**src/rtl/m24c16_seq.sv**
```systemverilog
// Sequencer for 24C16 EEPROM page writes and random/sequential reads. It drives a
// byte-level bus engine one command at a time and waits out the internal write cycle.
module m24c16_seq #(
  parameter int TWR_CYCLES = 120000
) (
  input  logic       clock,
  input  logic       reset,
  input  logic       req_valid,
  output logic       req_ready,
  input  logic       req_write,
  input  logic [2:0] req_block,
  input  logic [7:0] req_addr,
  input  logic [3:0] req_len_m1,
  input  logic [7:0] wr_data,
  input  logic       wr_valid,
  output logic       wr_ready,
  output logic [7:0] rd_data,
  output logic       rd_valid,
  output logic [7:0] eng_byte,
  output logic       eng_read,
  output logic       eng_start,
  output logic       eng_ack,
  output logic       eng_stop,
  output logic       eng_go,
  input  logic       eng_done,
  input  logic [7:0] eng_rdbyte,
  output logic       busy
);

  localparam int TW = (TWR_CYCLES < 2) ? 1 : $clog2(TWR_CYCLES + 1);

  typedef enum logic [2:0] {IDLE, DSEL_W, ADDR, DSEL_R, RD, WR_WAIT, WR, TWR} state_t;

  state_t          r_state;
  logic            r_write;
  logic [2:0]      r_block;
  logic [7:0]      r_addr;
  logic [4:0]      r_rem;
  logic [TW-1:0]   r_twr_cnt;
  logic [7:0]      r_rd_data;
  logic            r_rd_valid;
  logic [7:0]      r_eng_byte;
  logic            r_eng_read;
  logic            r_eng_start;
  logic            r_eng_ack;
  logic            r_eng_stop;
  logic            r_eng_go;
  logic            w_final;

  assign w_final   = (r_rem == 5'd1);
  assign req_ready = (r_state == IDLE);
  assign busy      = (r_state != IDLE);
  assign wr_ready  = (r_state == WR_WAIT);
  assign rd_data   = r_rd_data;
  assign rd_valid  = r_rd_valid;
  assign eng_byte  = r_eng_byte;
  assign eng_read  = r_eng_read;
  assign eng_start = r_eng_start;
  assign eng_ack   = r_eng_ack;
  assign eng_stop  = r_eng_stop;
  assign eng_go    = r_eng_go;

  always_ff @(posedge clock) begin
    if (reset) begin
      r_state     <= IDLE;
      r_write     <= 1'b0;
      r_block     <= 3'd0;
      r_addr      <= 8'd0;
      r_rem       <= 5'd0;
      r_twr_cnt   <= '0;
      r_rd_data   <= 8'd0;
      r_rd_valid  <= 1'b0;
      r_eng_byte  <= 8'd0;
      r_eng_read  <= 1'b0;
      r_eng_start <= 1'b0;
      r_eng_ack   <= 1'b0;
      r_eng_stop  <= 1'b0;
      r_eng_go    <= 1'b0;
    end else begin
      r_eng_go   <= 1'b0;
      r_rd_valid <= 1'b0;
      case (r_state)
        IDLE: if (req_valid) begin
          r_write     <= req_write;
          r_block     <= req_block;
          r_addr      <= req_addr;
          r_rem       <= {1'b0, req_len_m1} + 5'd1;
          r_state     <= DSEL_W;
          r_eng_go    <= 1'b1;
          r_eng_byte  <= {4'b1010, req_block, 1'b0};
          r_eng_read  <= 1'b0;
          r_eng_start <= 1'b1;
          r_eng_ack   <= 1'b1;
          r_eng_stop  <= 1'b0;
        end
        DSEL_W: if (eng_done) begin
          r_state     <= ADDR;
          r_eng_go    <= 1'b1;
          r_eng_byte  <= r_addr;
          r_eng_start <= 1'b0;
        end
        ADDR: if (eng_done) begin
          if (r_write) begin
            r_state <= WR_WAIT;
          end else begin
            r_state     <= DSEL_R;
            r_eng_go    <= 1'b1;
            r_eng_byte  <= {4'b1010, r_block, 1'b1};
            r_eng_start <= 1'b1;
          end
        end
        DSEL_R: if (eng_done) begin
          r_state     <= RD;
          r_eng_go    <= 1'b1;
          r_eng_byte  <= 8'd0;
          r_eng_read  <= 1'b1;
          r_eng_start <= 1'b0;
          r_eng_ack   <= !w_final;
          r_eng_stop  <= w_final;
        end
        RD: if (eng_done) begin
          // Capture the byte and chain the next read in the same cycle.
          r_rd_valid <= 1'b1;
          r_rd_data  <= eng_rdbyte;
          r_rem      <= r_rem - 5'd1;
          if (w_final) begin
            r_state <= IDLE;
          end else begin
            r_eng_go   <= 1'b1;
            r_eng_ack  <= (r_rem != 5'd2);
            r_eng_stop <= (r_rem == 5'd2);
          end
        end
        WR_WAIT: if (wr_valid) begin
          r_state     <= WR;
          r_eng_go    <= 1'b1;
          r_eng_byte  <= wr_data;
          r_eng_read  <= 1'b0;
          r_eng_start <= 1'b0;
          r_eng_ack   <= 1'b1;
          r_eng_stop  <= w_final;
        end
        WR: if (eng_done) begin
          r_rem <= r_rem - 5'd1;
          if (w_final) begin
            r_state   <= TWR;
            r_twr_cnt <= TW'(TWR_CYCLES);
          end else begin
            r_state <= WR_WAIT;
          end
        end
        TWR: begin
          if (r_twr_cnt == '0) r_state <= IDLE;
          else r_twr_cnt <= r_twr_cnt - 1'b1;
        end
        default: r_state <= IDLE;
      endcase
    end
  end

endmodule

```
**config.mk**
```make
export PLATFORM = sky130hd
export DESIGN_NAME = m24c16_seq
export DESIGN_NICKNAME = d
export VERILOG_FILES = /design/src/rtl/m24c16_seq.sv
export SDC_FILE = /design/constraint.sdc
export NUM_CORES = 1
export LEC_CHECK = 0
export CORE_MARGIN = 4
export CORE_UTILIZATION = 31
export DETAILED_ROUTE_END_ITERATION = 6
export SYNTH_ARGS = -nofsm -noshare
export SYNTH_HDL_FRONTEND = slang
export SYNTH_SLANG_ARGS = --single-unit
```
**constraint.sdc**
```tcl
create_clock -name clock -period 4.2 [get_ports clock]
set_input_delay 1.05 -clock clock [delete_from_list [all_inputs] [get_ports clock]]
set_output_delay 1.05 -clock clock [all_outputs]
set_load 0.02 [all_outputs]
```
; ---- After elaboration in Yosys (flattened, before gate mapping)
; Cells that the tools add are included.
[word_totals]
regBits = 59
input_bits = 37
out_inout_bits = 25
wordCells = 118
[op_classes]
add_sub_neg = 3
eq_ne = 25
n_mux = 53
n_bitwise = 1
n_reduce_logical = 22
[ops]
columns = cell, n
row1 = 2-to-1 mux 17 bit, 3
row2 = 2-to-1 mux 8 bit, 6
row3 = case mux 8 bit (5 select lines), 1
row4 = case mux 17 bit (2 select lines), 1
row5 = 2-to-1 mux 3 bit, 10
row6 = != test 2 bit (second input constant), 13
row7 = case mux 3 bit (8 select lines), 1
row8 = 2-to-1 mux 1 bit, 22
row9 = zero test 17 bit, 1
row10 = subtractor 17 x 1 -> 17 bit (second input constant), 1
row11 = equality test 3 bit (second input constant), 4
row12 = case mux 1 bit (4 select lines), 3
row13 = AND reduction 6 bit, 2
row14 = 2-to-1 mux 5 bit, 2
row15 = case mux 5 bit (2 select lines), 1
row16 = AND reduction 9 bit, 1
row17 = AND reduction 4 bit, 2
row18 = nonzero test 4 bit, 2
row19 = AND reduction 7 bit, 1
row20 = equality test 3 x 2 -> 1 bit (second input constant), 2
row21 = nonzero test 3 bit, 2
row22 = OR reduction 2 bit, 3
row23 = adder 4 x 1 -> 5 bit (second input constant), 1
row24 = equality test 5 x 1 -> 1 bit (second input constant), 1
row25 = 15 further kinds, 18

; ---- Depth between registers and ports, before layout
[depth]
depth_word = 4
ltp_mapped = 9
ltp_nobuf = 7

; ---- Worst setup path before layout
; OpenSTA, ideal clock, no wires.
[synth_timing]
path_type = reg-to-output
start = register r_state[0]
end = output port busy
arrival_time_ns = 1.434
required_time_ns = 3.150
setup_slack_ns = 1.716
stages_incl_launch_ff = 6
n_path_buf = 2
path_cell_list = dfxtp_1 buf_2 buf_2 or2_2 nor2_1 inv_1
[synth_between]
elab_chain_cells = 1
[synth_rtl]
columns = item, line_no
row1 = from (decl), 34  ; state_t r_state;
row2 = from (signal assigned), 65  ; r_state <= IDLE;
row3 = from (signal assigned), 88  ; r_state <= DSEL_W;
row4 = from (signal assigned), 97  ; r_state <= ADDR;
row5 = nonzero test 3 bit, 52  ; assign busy = (r_state != IDLE);
row6 = to (decl), 27  ; output logic busy
; No other way between the ends.

; ---- Worst setup path in the final report
[layout_timing]
start = register r_state[0]
end = output port wr_ready
[layout_between]
elab_chain_cells = 1
[layout_rtl]
columns = item, line_no
row1 = equality test 3 bit, 53  ; assign wr_ready = (r_state == WR_WAIT);
row2 = to (decl), 16  ; output logic wr_ready,
; No other way between the ends.

==> impl_metrics.prom <==
# TYPE chip_impl_metric gauge
chip_impl_info{name="rsz0062_at_grt",value="false"} 1
chip_impl_metric{name="synth.avg_cell_area",unit="µm²"} 7.96
chip_impl_metric{name="design.portCount",unit=""} 62
chip_impl_info{name="timing.hold.worst.start",value="eng_stop"} 1
chip_impl_metric{name="critical_path_required_time",unit="ns"} 3.15
chip_impl_metric{name="insertedDiodeCount",unit=""} 0
chip_impl_metric{name="post-cts-setup-buffers",unit=""} 0
chip_impl_metric{name="synth.lib_cells_used.distinct",unit=""} 53
chip_impl_metric{name="period_share",unit="%"} 69.8
chip_impl_metric{name="die-height",unit="µm"} 107
chip_impl_metric{name="hold_viol_final",unit=""} 0
chip_impl_metric{name="cts.sink_count",unit=""} 59
chip_impl_metric{name="iteration_0_drc_markers",unit=""} 153
chip_impl_metric{name="synth_nets",unit=""} 428
chip_impl_metric{name="filler_cell_count",unit=""} 982
chip_impl_metric{name="drtAntennaViolNets",unit=""} 0
chip_impl_metric{name="dieWidth",unit="µm"} 107
chip_impl_metric{name="drcViolationCount",unit=""} 0
chip_impl_metric{name="timing.setup.tns",unit="ns"} 0
chip_impl_metric{name="ctsResizeCount",unit=""} 0
chip_impl_info{name="timing.hold.worst.class",value="reg2reg"} 1
chip_impl_metric{name="vdd_ir_drop_max",unit="mV"} 0.206
chip_impl_metric{name="core_region_area",unit="µm²"} 9680
chip_impl_metric{name="powerDensity",unit="nW/µm²"} 419
chip_impl_metric{name="largest_net_degree_at_the_start_of_global_routing",unit=""} 37
chip_impl_info{name="worst_setup_path_end_kind",value="primary output"} 1
chip_impl_metric{name="post_dp_cell_area",unit="µm²"} 3780
chip_impl_metric{name="dr_total_vias",unit=""} 2819
chip_impl_metric{name="yosysWarnings",unit=""} 0
chip_impl_metric{name="die_ar",unit="µm²"} 11500
chip_impl_metric{name="cts.hold.buffers_added",unit=""} 0
chip_impl_metric{name="port_buffers",unit=""} 61
chip_impl_info{name="clock_tree.root_cell",value="clkbuf_8"} 1
chip_impl_metric{name="fin_crit",unit="ns"} 2.93
chip_impl_metric{name="worst_pin_slew",unit="ns"} 0.628
chip_impl_metric{name="synth_cells",unit=""} 385
chip_impl_metric{name="ys_seq_elements",unit=""} 59
chip_impl_metric{name="num_rows",unit=""} 36
chip_impl_metric{name="wl_per_cell",unit="µm"} 13.1
chip_impl_metric{name="path_clk_slew",unit="ns"} 0.07
chip_impl_metric{name="final_net_count",unit=""} 481
chip_impl_info{name="run_status",value="finished, final reports clean"} 1
chip_impl_metric{name="floorplan.initialDensity",unit="%"} 31.6
chip_impl_info{name="element_type_at_the_critical_path_start",value="flip-flop"} 1
chip_impl_info{name="path_class",value="reg2out"} 1
chip_impl_metric{name="grt_total_ovfl",unit=""} 0
chip_impl_metric{name="final_max_slew_viol_count",unit=""} 0
chip_impl_metric{name="reg2reg_setup_slack",unit="ns"} 1.91
chip_impl_metric{name="hpwlAfterDp",unit="µm"} 5380
chip_impl_metric{name="timing.max_cap.violations",unit=""} 0
chip_impl_info{name="setup.worst_path.start",value="r_state[0]"} 1
chip_impl_metric{name="numCtsBuffers",unit=""} 9
chip_impl_metric{name="count_of_endpoints_failing_setup_in_the_final_report",unit=""} 0
chip_impl_metric{name="cts_buffer_depth",unit=""} 2
chip_impl_metric{name="max-slew-margin-rel",unit="%"} 58.1
chip_impl_info{name="clock_tree_from_tritoncts",value="done"} 1
chip_impl_metric{name="syn-cell-area",unit="µm²"} 3060
chip_impl_metric{name="arrival",unit="ns"} 1.88
chip_impl_info{name="timing.rr.start",value="r_rem[1]"} 1
chip_impl_metric{name="fmax",unit="MHz"} 341
chip_impl_metric{name="clk-insertion-delay-late",unit="ns"} 0.33
chip_impl_metric{name="htree_levels",unit=""} 3
chip_impl_metric{name="area_growth_syn_to_layout",unit="%"} 29.2
chip_impl_metric{name="first_global_vias",unit=""} 2603
chip_impl_metric{name="via_cell_ratio",unit=""} 4.89
chip_impl_metric{name="grt_usage",unit="%"} 13.3
chip_impl_metric{name="fraction_of_final_layout_cells_with_drive_strength_greater_than_1",unit="%"} 8.80
chip_impl_metric{name="timing.critical_path.fanout_max",unit=""} 36
chip_impl_metric{name="stdcell_area",unit="µm²"} 3960
chip_impl_metric{name="cellLeakagePower",unit="nW"} 1.42
chip_impl_metric{name="routabilityCongestion",unit=""} 0.792
chip_impl_metric{name="totalWireLength",unit="µm"} 7530
chip_impl_metric{name="skew",unit="ns"} 0.0101
chip_impl_metric{name="synth-seq-area-share",unit="%"} 38.5
chip_impl_metric{name="grt_first_pass_wirelength",unit="µm"} 12500
chip_impl_metric{name="grt_antenna_before_repair",unit=""} 0
chip_impl_metric{name="power.total",unit="mW"} 1.66
chip_impl_metric{name="firstDrtPassIters",unit=""} 4
## Yosys cell counts, drive strengths merged
cell type	count	area share (%)
clkbuf	13	1.6
nor2	23	2.8
nand3	7	1.1
a221oi	1	0.29
o22a	1	0.29
o22ai	5	1.0
a21o	4	0.98
nor3	16	2.8
inv	12	1.5
nand2	65	8.0
or2	6	1.3
xor2	2	0.57
o21bai	1	0.25
nand3b	7	2.1
o211a	2	0.65
or3b	2	0.57
nand4b	2	0.57
nor4	7	2.8
o31ai	1	0.25
ha	6	2.4
a2111o	1	0.37
nor2b	6	1.2
nand2b	5	1.0
o21ai	12	2.0
mux2i	8	2.6
or3	12	2.4
a21oi	56	9.4
o32ai	3	0.86
buf	11	1.7
a211oi	2	0.49
a22oi	2	0.49
nor3b	2	0.49
dfxtp	59	39
and3	3	0.61
and2	1	0.20
o221a	1	0.37
nor4b	2	0.78
a31oi	1	0.20
xnor2	12	3.4
nand4	1	0.20
or4	2	0.73
## path summary, 6_finish.rpt
path / to / cells after the start
setup / recovery: wr_ready / 4
hold reg to reg: eng_stop / 2
setup reg to reg: r_twr_cnt[3] / 6
hold / removal: eng_stop / 2
## metrics by stage
step / hold WS [ns] / util [%] / instances / setup slack [ns]
floorplan: 0.432 / - / 385 / 1.72
global placement: 0.440 / 39.0 / 560 / 1.10
detailed placement: 0.445 / 39.0 / 560 / 1.05
CTS: 0.455 / 40.9 / 576 / 1.26
global route: 0.478 / 40.9 / 576 / 1.13
finish: 0.450 / 40.9 / 576 / 1.27
## per-layer routing
layer	global-route usage (%)	vias to the layer above	share of wire, %
li1	-	1452	-
met1	18.4	1306	49
met2	20.4	59	46
met3	4.38	2	5.1
met4	2.71	0	0.38
met5	0	-	0
## worst max-delay path, stage by stage, from the launching register on
cell	delay [ns]
dfxtp_1	0.33
buf_4	0.34
nand3b_1	0.18
inv_1	0.09
clkdlybuf4s50_1	0.61
## sequential cells by signal, indices dropped and copies added (netlist names)
name / count
r_write: 1
eng_byte: 8
eng_read: 1
r_state: 3
eng_ack: 1
rd_valid: 1
r_addr: 8
eng_start: 1
r_block: 3
rd_data: 8
eng_go: 1
r_twr_cnt: 17
r_rem: 5
eng_stop: 1
## cell families (layout without fill, tap and decap cells)
logic type      count (synthesis)  in the layout  share of synthesized area, %
fa+ha+maj                       6              6                          2.45
buf+inv                        36             94                          4.74
mux                             8              8                          2.61
simple gates                  169            169                          29.8
xor+xnor                       14             14                          4.00
compound gates                 93             93                          17.8
flops                          59             59                          38.5
## cell usage in the layout (no fill, tap or decap), types with 9 or more instances in the layout
cell type        instances
nor3_1                  15
o21ai_0                 11
nor2_1                  23
dfxtp_1                 59
or3_1                   12
nand2_1                 65
a21oi_1                 54
clkbuf_8                 9
inv_1                   12
clkdlybuf4s50_1         60
xnor2_1                 12
## power by group
group	switching (mW)	leakage, nW	internal (mW)
Sequential	0.0363	0.480	0.617
Combinational	0.304	0.855	0.235
Clock	0.248	0.0818	0.216
## area by class of cell
type                            instances  area (µm²)  share of cell area, %
Multi-Input combinational cell        290        1740                   44.1
Sequential cell                        59        1180                   29.8
Timing Repair Buffer                   66         643                   16.3
Tap cell                              133         166                   4.20
Clock buffer                            9         124                   3.13
Clock inverter                          7        53.8                   1.36
Inverter                               12        45.0                   1.14
Power figures use the tool's default switching activity.
